<file path="src/rtl/calendar_pkg.sv">
// Shared calendar types and constants.
//   month_t : 4-bit month number, 1..12 (0 = none)
//   dom_t   : 5-bit day of month, 1..31 (0 = none)
//   doy_t   : 9-bit day of year
//   state_t : day-of-year walker FSM states
package calendar_pkg;

  typedef logic [3:0] month_t;
  typedef logic [4:0] dom_t;
  typedef logic [8:0] doy_t;

  localparam month_t JAN = 4'd1;
  localparam month_t FEB = 4'd2;
  localparam month_t MAR = 4'd3;
  localparam month_t APR = 4'd4;
  localparam month_t MAY = 4'd5;
  localparam month_t JUN = 4'd6;
  localparam month_t JUL = 4'd7;
  localparam month_t AUG = 4'd8;
  localparam month_t SEP = 4'd9;
  localparam month_t OCT = 4'd10;
  localparam month_t NOV = 4'd11;
  localparam month_t DEC = 4'd12;

  localparam int DAYS_YEAR = 365;
  localparam int DAYS_LEAP = 366;

  typedef enum logic {IDLE, WALK} state_t;

endpackage

</file>
<file path="src/rtl/month_len_lut.sv">
// Combinational month-length lookup.
//   month : 1..12 (anything else returns 0)
//   leap  : 1 = February has 29 days
//   days  : length of the month in days
module month_len_lut
  import calendar_pkg::*;
(
  input  month_t     month,
  input  logic       leap,
  output logic [5:0] days
);

  always_comb begin
    days = 6'd0;
    case (month)
      JAN, MAR, MAY, JUL, AUG, OCT, DEC: days = 6'd31;
      APR, JUN, SEP, NOV:                days = 6'd30;
      FEB:                               days = leap ? 6'd29 : 6'd28;
      default:                           days = 6'd0;
    endcase
  end

endmodule

</file>
<file path="src/rtl/doy_to_date.sv">
// Day-of-year to calendar date converter.
// Walks Jan..Dec subtracting month lengths from the latched day count until
// the remainder fits in the current month; one month per clock.
//   clk, reset : rising-edge clock, synchronous active-high reset
//   start      : request, sampled only while busy=0
//   doy_in     : day of year (1-based if ONE_BASED=1, else 0-based)
//   leap_year  : 1 = 366-day year
//   busy       : walk in progress, start ignored
//   done       : one-cycle pulse, month/day/err valid
//   err        : last request was out of range
//   month, day : result (0/0 on error or reset)
module doy_to_date
  import calendar_pkg::*;
#(
  parameter bit ONE_BASED = 1'b1
) (
  input  logic       clk,
  input  logic       reset,
  input  logic       start,
  input  logic [8:0] doy_in,
  input  logic       leap_year,
  output logic       busy,
  output logic       done,
  output logic       err,
  output logic [3:0] month,
  output logic [4:0] day
);

  state_t state_q, state_d;
  doy_t   rem_q, rem_d;
  month_t cur_m_q, cur_m_d;
  logic   leap_q, leap_d;
  logic   busy_q, busy_d;
  logic   done_q, done_d;
  logic   err_q, err_d;
  month_t month_q, month_d;
  dom_t   day_q, day_d;

  logic [5:0] len;

  // 10 bits so a 0-based 511 normalizes to 512 and is still rejected.
  logic [9:0] norm;
  logic [9:0] limit;

  assign norm  = {1'b0, doy_in} + (ONE_BASED ? 10'd0 : 10'd1);
  assign limit = leap_year ? 10'(DAYS_LEAP) : 10'(DAYS_YEAR);

  month_len_lut u_lut (
    .month (cur_m_q),
    .leap  (leap_q),
    .days  (len)
  );

  always_comb begin
    state_d = state_q;
    rem_d   = rem_q;
    cur_m_d = cur_m_q;
    leap_d  = leap_q;
    busy_d  = busy_q;
    done_d  = 1'b0;
    err_d   = err_q;
    month_d = month_q;
    day_d   = day_q;
    case (state_q)
      IDLE: begin
        if (start) begin
          leap_d = leap_year;
          rem_d  = norm[8:0];
          if (norm == 10'd0 || norm > limit) begin
            done_d  = 1'b1;
            err_d   = 1'b1;
            month_d = '0;
            day_d   = '0;
          end else begin
            cur_m_d = JAN;
            busy_d  = 1'b1;
            err_d   = 1'b0;
            state_d = WALK;
          end
        end
      end
      WALK: begin
        if (rem_q <= {3'b000, len}) begin
          month_d = cur_m_q;
          day_d   = rem_q[4:0];
          done_d  = 1'b1;
          busy_d  = 1'b0;
          state_d = IDLE;
        end else begin
          // rem > len here, so no underflow
          rem_d   = rem_q - {3'b000, len};
          cur_m_d = cur_m_q + 4'd1;
        end
      end
      default: state_d = IDLE;
    endcase
  end

  always_ff @(posedge clk) begin
    if (reset) begin
      state_q <= IDLE;
      rem_q   <= '0;
      cur_m_q <= '0;
      leap_q  <= 1'b0;
      busy_q  <= 1'b0;
      done_q  <= 1'b0;
      err_q   <= 1'b0;
      month_q <= '0;
      day_q   <= '0;
    end else begin
      state_q <= state_d;
      rem_q   <= rem_d;
      cur_m_q <= cur_m_d;
      leap_q  <= leap_d;
      busy_q  <= busy_d;
      done_q  <= done_d;
      err_q   <= err_d;
      month_q <= month_d;
      day_q   <= day_d;
    end
  end

  // Range check bounds the December remainder, so the walk never passes DEC.
  a_dec_fits: assert property (@(posedge clk) disable iff (reset)
    (state_q == WALK && cur_m_q == DEC) |-> (rem_q <= 9'd31));

  assign busy  = busy_q;
  assign done  = done_q;
  assign err   = err_q;
  assign month = month_q;
  assign day   = day_q;

endmodule

</file>
<file path="config.mk">
export PLATFORM = sky130hd
export DESIGN_NAME = doy_to_date
export DESIGN_NICKNAME = d
export VERILOG_FILES = /design/src/rtl/calendar_pkg.sv /design/src/rtl/month_len_lut.sv /design/src/rtl/doy_to_date.sv
export SDC_FILE = /design/constraint.sdc
export NUM_CORES = 1
export LEC_CHECK = 0
export CAP_MARGIN = 30
export CORE_MARGIN = 2
export CORE_UTILIZATION = 40
export CTS_CLUSTER_DIAMETER = 50
export CTS_CLUSTER_SIZE = 24
export DETAILED_ROUTE_END_ITERATION = 16
export PLACE_DENSITY = 0.66
export SLEW_MARGIN = 20
export SYNTH_ARGS = -nofsm -noshare
export SYNTH_HDL_FRONTEND = slang
export SYNTH_SLANG_ARGS = --single-unit
</file>
<file path="constraint.sdc">
create_clock -name clk -period 4.4 [get_ports clk]
set_input_delay 0.88 -clock clk [delete_from_list [all_inputs] [get_ports clk]]
set_output_delay 0.88 -clock clk [all_outputs]
set_load 0.005 [all_outputs]
</file>
==> results of run 1 <==
==> metal layers <==
layer | share of wire | vias up
met3 | 0.057 | 6
met2 | 0.45 | 40
li1 | - | 794
met4 | 0.018 | 0
met5 | 0 | -
met1 | 0.48 | 708
==> state kept, by name, indices dropped and copies added (netlist names) <==
register  cells
rem_q         9
day           5
cur_m_q       4
month         4
busy          1
done          1
err           1
leap_q        1
state_q       1
==> synth_stat cells, drive strengths merged (2+ instances only) <==
cell type / instances / area share
a211oi: 4 / 0.020
a21oi: 12 / 0.038
a221o: 2 / 0.011
a311oi: 2 / 0.013
a31oi: 2 / 0.0070
and2: 2 / 0.0084
and3: 2 / 0.0070
buf: 7 / 0.043
clkbuf: 6 / 0.015
dfxtp: 27 / 0.30
ha: 9 / 0.063
inv: 24 / 0.050
mux2i: 4 / 0.022
nand2: 13 / 0.027
nand2b: 3 / 0.010
nand3: 6 / 0.017
nand3b: 7 / 0.029
nor2: 20 / 0.042
nor2b: 5 / 0.017
nor3: 8 / 0.029
nor4: 4 / 0.014
o21ai: 10 / 0.043
o31ai: 12 / 0.050
o41ai: 2 / 0.0098
xnor2: 5 / 0.024
==> cells by family (layout without fill, tap and decap cells) <==
group	count (synthesis)	count (layout)	synth area share
simple gates	75	75	0.2242
compound gates	54	54	0.2374
fa+ha+maj	10	10	0.07402
xor+xnor	5	5	0.02444
mux	5	5	0.02863
buf+inv	38	54	0.1096
flops	27	27	0.3017
==> worst paths after layout <==
kind / to / slack, ns / depth (start not counted)
worst max-delay path: rem_q[3] / 1.05 / 13
worst min-delay path: day[1] / 0.46 / 2
worst max register to register: rem_q[3] / 1.05 / 13
worst min register to register: day[1] / 0.46 / 2
==> power groups by stage <==
stage          clock network [W]  logic (W)  registers, W
2_1_floorplan                  0   0.000267      0.000286
3_3_place_gp                   0   0.000308      0.000301
3_5_place_dp                   0   0.000311      0.000301
4_1_cts                 0.000145   0.000312      0.000296
5_1_grt                 0.000154   0.000349      0.000299
6_report                0.000139   0.000314      0.000295
==> per-stage QoR <==
stage	cells	power, W	hold WS, ns
after floorplan	214	0.0005531	0.4342
after global placement	277	0.0006092	0.4534
after detailed placement	277	0.0006119	0.4533
after CTS	281	0.0007527	0.4688
after global routing	282	0.0008024	0.4860
final	282	0.0007484	0.4644
==> cell type report <==
type / count / area share
Clock buffer: 3 / 0.02009
Clock inverter: 1 / 0.002435
Inverter: 25 / 0.04565
Multi-Input combinational cell: 149 / 0.5131
Sequential cell: 27 / 0.2629
Tap cell: 52 / 0.03165
Timing Repair Buffer: 25 / 0.1242
==> worst max-delay path, cell delays in order (launching register included) <==
cell and delay [ns]:
dfxtp_1 0.42, inv_1 0.11, ha_1 0.25, nor2b_1 0.15
a2111oi_0 0.40, a21oi_1 0.08, ha_1 0.22, nor2b_1 0.23
o21ai_0 0.14, a211oi_2 0.42, o21ai_4 0.15, o21ai_4 0.32
a21boi_0 0.26, o31ai_1 0.08
==> results.md, run 1 <==
- Status: completed
- Met3 Usage GRT: 0.03561
- Mapped Cells: 214
- PwrDens: 364.0 nW/um^2
- WS Path Type: flip-flop to flip-flop
- Pint: 0.0004638 W
- Ys flop type: dfxtp_1
- Commonest non-fill, non-tap cell in the layout: dfxtp_1
- HPWL Detailed: 2867 um
- Async S/R FF share, synth: 0
- Initial drt markers: 67
- Largest net degree at the start of global routing: 29
- Ratio of final minimum period to clock period: 0.7611
- Startpoint Class: flip-flop
- CP required: 4.56 ns
- Crit path capture type: flip-flop
- Root Driver: clkbuf_8
- Sw Ratio: 0.3803
- M2 GR Usage: 0.2492
- Final worst setup slack: between 1 and 1.5 ns
- GPL Wtd Cong: 0.8053
- FP Rows: 24
- First-pass DRT Iterations: 4
- # resized after CTS: 0
- Max capacitance violation total: 0
- Synth unique cells: 53
- GRT met1 Usage: 0.2070
- Most frequent cells in the layout: 27 x dfxtp_1, 24 x clkdlybuf4s50_1, 22 x inv_1
- Tmin final: between 3 and 4 ns
- Die area: 5030 um^2
- DP Worst Slack: 1.065 ns
- Area growth syn-to-layout: 14.73%
- DP Area: 1994 um^2
- Footprint of the multi-input gates: ~1100 um^2
- H-tree depth: 1
- Die width: 70.93 um
- Antenna viol nets, final: 0
- Total grt overflow: 0
- Clock Skew: about 0.0018 ns
- Data arrival, critical path: roughly 3.5 ns
- Port-buffer cells: 24
- CTS buffer count: 3
- Vias in the first global route: 1375
- Synthesized area: approximately 1800 um^2
- CTS tree: done
- Pleak: 0.7433 nW
- Power share of the combinational group: 0.419
- N_diodes: 0
- Post-Layout Inst Area: 2056 um^2
- Post-synth EDFFs: 0
- Drt wl/cell: 13.56 um
- GR peak layer: met2
- Routed vias: 1548
- Clock power frac: 0.186
- Fmax: ~0.30 GHz
- Final setup fails: 0
- RSZ-0062 raised after global routing: no
- Setup TNS: 0 ns
- CTS sink count: 27
- Residual DRC count: 0
- Clk_lat worst skew: roughly 0.27 ns
- Least-Margin Pin Slew: 0.5351 ns
- Final hold vios: 0
- Max clock buf depth: 2
- Worst VDD drop: about 0.00023 V
- Initial antenna violation count: 0
- Slew HR: 0.6411
- IO Pins: 25
- Global-route wire length before repair: 6285 um
- Syn nets: around 240
- Postcts setup bufs: 0
- Layout Utilization: 0.4754
- Mean Syn Cell Area: about 8.4 um^2
- Drt total wl: 3824 um
- Net Sw Power: 0.0002846 W
- GRT Total Usage: 0.1552
- Largest fanout on the critical path: 12
- Flops & latches, synth: 27
- Clock Pin Slew Worst Setup and Hold Paths: 0.09 ns
- Register share of total power: 0.394
- Core area: 4324 um^2
- Hold Crit Class: flip-flop to flip-flop
- Register area share after synthesis: 0.3017
- Layout cell share with drive strength beyond 1: 0.09130
- Initial Util: 0.4144
- Die H: 70.93 um
- Crit. Startpoint: cur_m_q[0]
- # fillers: 437
- Register Area: 540.5 um^2
- Syn. warnings: 0
- Final Max Slew Viols: 0
- CTS Hold Bufs: 0
- Nets: around 250
- Hold Startpoint: day[1]
- Worst R2R Start: cur_m_q[0]
- Routed vias/inst: 5.489
No activity file was read; power rests on OpenSTA's default activity.
==> run 2, diff against run 1 <==
clock period = 3.35 ns   (was 4.4 ns; I/O delays follow)
==> results.md, run 2 (same netlist as run 1, synthesis figures left out) <==
- Routed vias/inst: 5.471 (was 5.489)
- Routed vias: 1581 (was 1548)
- Max capacitance violation total: 0 (unchanged)
- Residual DRC count: 0 (unchanged)
- Clock Pin Slew Worst Setup and Hold Paths: 0.09 ns (about the same)
- Vias in the first global route: 1417 (was 1375)
- Worst R2R Start: cur_m_q[0] (unchanged)
- Drt wl/cell: 14.44 um (was 13.56 um)
- Worst VDD drop: 0.0003199 V (was 0.0002277 V)
- Clock Skew: 0.001165 ns (was 0.001755 ns)
- WS Path Type: flip-flop to flip-flop (unchanged)
- First-pass DRT Iterations: 4 (unchanged)
- Total grt overflow: 0 (unchanged)
- Crit path capture type: flip-flop (unchanged)
- Crit path cell chain: inv_1 -> ha_1 -> nor2b_1 -> a2111oi_1 -> a21oi_1 -> ha_1 -> nor2b_2 -> o21ai_0 -> a211oi_2 -> o21ai_4 -> o21ai_4 -> a21boi_0 -> o31ai_1 (was inv_1 -> ha_1 -> nor2b_1 -> a2111oi_0 -> a21oi_1 -> ha_1 -> nor2b_1 -> o21ai_0 -> a211oi_2 -> o21ai_4 -> o21ai_4 -> a21boi_0 -> o31ai_1)
- Die width: 70.93 um (unchanged)
- PwrDens: 493.1 nW/um^2 (was 364.0 nW/um^2)
- Final hold vios: 0 (unchanged)
- Clk_lat worst skew: 0.27 ns (about the same)
- Placed cell count: 280 (was 277)
- CTS tree: done (unchanged)
- Hold Crit Class: flip-flop to flip-flop (unchanged)
- Die area: 5030 um^2 (unchanged)
- Final cell count without fillers: 289 (was 282)
- CTS buffer count: 3 (unchanged)
- CTS sink count: 27 (unchanged)
- Final Max Slew Viols: 0 (unchanged)
- FP Rows: 24 (unchanged)
- Largest fanout on the critical path: 6 (was 12)
- Metal2 WL: 1829 um (was 1712 um)
- CP peak stage delay: 0.42 ns (about the same)
- Hold Crit Depth: 2 (unchanged)
- Ratio of final minimum period to clock period: 0.9404 (was 0.7611)
- Largest net degree at the start of global routing: 22 (was 29)
- Antenna viol nets, final: 0 (unchanged)
- Final setup fails: 0 (unchanged)
- R2R Setup Slk: 0.20 ns (was 1.05 ns)
- Setup TNS: 0 ns (unchanged)
- Root Driver: clkbuf_8 (unchanged)
- GRT Total Usage: 0.1644 (was 0.1552)
- Max clock buf depth: 2 (unchanged)
- Most flops, register: rem_q (unchanged)
- Least-Margin Pin Slew: 0.5415 ns (was 0.5351 ns)
- Worst Hold Endpoint: day[3] (was day[1])
- Global-route wire length before repair: 6699 um (was 6285 um)
- Initial drt markers: 76 (was 67)
- HPWL Detailed: 2939 um (was 2867 um)
- Max stage delay cell, worst path: a211oi_2 (was dfxtp_1)
- Die H: 70.93 um (unchanged)
- Port-buffer cells: 24 (unchanged)
- Commonest non-fill, non-tap cell in the layout: dfxtp_1 (unchanged)
- Hold Startpoint: day[3] (was day[1])
- Post-Route M1 WL: 2132 um (was 1821 um)
- GPL Wtd Cong: 0.7901 (was 0.8053)
- Initial antenna violation count: 0 (unchanged)
- Area growth syn-to-layout: 18.99% (was 14.73%)
- CP required: 3.52 ns (was 4.56 ns)
- Most frequent cells in the layout: 26 x dfxtp_1, 24 x clkdlybuf4s50_1, 22 x inv_1 (was 27 x dfxtp_1, 24 x clkdlybuf4s50_1, 22 x inv_1)
- Slew HR: 0.6385 (was 0.6411)
- Pleak: 0.7798 nW (was 0.7433 nW)
- RSZ-0062 raised after global routing: no (unchanged)
- Status: completed (unchanged)
- IO Pins: 25 (unchanged)
- Largest register FFs: 9 (unchanged)
- Worst reg-to-reg path cell count: 13 (unchanged)
- Uppermost routed layer: met4 (unchanged)
- WL met3: 187 um (was 219 um)
- Nets: 261 (was 254)
- N_diodes: 0 (unchanged)
- Startpoint Class: flip-flop (unchanged)
- Tmin final: 3.150 ns (was 3.349 ns)
- RR Endpoint: rem_q[3] (unchanged)
- Fmax: 0.3174 GHz (was 0.2986 GHz)
- Drt total wl: 4174 um (was 3824 um)
- H-tree depth: 1 (unchanged)
- Data arrival, critical path: 3.32 ns (was 3.51 ns)
- Layout cell share with drive strength beyond 1: 0.1435 (was 0.09130)
- Core area: 4324 um^2 (unchanged)
- Initial Util: 0.4144 (unchanged)
run 2: layout make-up:
type,instances,area [um^2]
flip-flops and latches,27,541.8
well taps,52,65.06
multi-input cells,152,1107
fillers,431,2192
repair buffers,29,277.8
inverters,25,93.84
clock inverters,1,5.005
clock buffers,3,41.29
run 2: critical path, delay by kind of cell (launching register included):
family | cells | cell delay (ns)
AOI/OAI and AO/OA | 8 | 1.74
adders and majority gates | 2 | 0.47
buffers and inverters | 1 | 0.09
DFF | 1 | 0.38
and+or+nand+nor | 2 | 0.36
run 2: layer usage:
metal,global-route usage,vias to the layer above
met4,0.03145,0
li1,-,807
met2,0.2658,32
met1,0.2264,740
met3,0.03846,2
met5,0,-
run 2: where the power goes:
group	switching, W	total, W	internal, W	leakage (nW)
Sequential	0.0000402	0.000391	0.000350	0.221
Clock	0.000104	0.000187	0.0000835	0.0255
Combinational	0.000271	0.000473	0.000202	0.533
run 2: metrics by stage:
| stage | setup slack (ns) | area (um^2) | hold slack, ns | total power [W] | util |
|---|---|---|---|---|---|
| finish | 0.1996 | 2132 | 0.4653 | 0.001051 | 0.4931 |
| global route | 0.02189 | 2132 | 0.4872 | 0.001124 | 0.4931 |
| CTS | 0.03652 | 2063 | 0.4694 | 0.0009961 | 0.4771 |
| detailed placement | 0.05904 | 2017 | 0.4542 | 0.0008067 | 0.4664 |
| global placement | 0.1707 | 2017 | 0.4546 | 0.0008009 | 0.4664 |
| floorplan | 0.3628 | 1792 | 0.4342 | 0.0007264 | - |
run 2: worst max-delay path by stage:
stage / startpoint / slack, ns / depth (start not counted) / to
floorplan: cur_m_q[0] / 0.36 / 15 / day[3]
finish: cur_m_q[0] / 0.20 / 13 / rem_q[3]
CTS: cur_m_q[0] / 0.04 / 13 / rem_q[3]
global route: cur_m_q[0] / 0.02 / 13 / rem_q[1]
detailed placement: cur_m_q[0] / 0.06 / 13 / rem_q[3]
global placement: cur_m_q[0] / 0.17 / 13 / cur_m_q[1]
run 2: timing repair:
action | 4_1_cts | 5_1_grt
hold buffers | 0 | 0
endpoints found under the setup margin | 0 | 25
buffers inserted | 0 | 2
gates resized for setup | 0 | 8
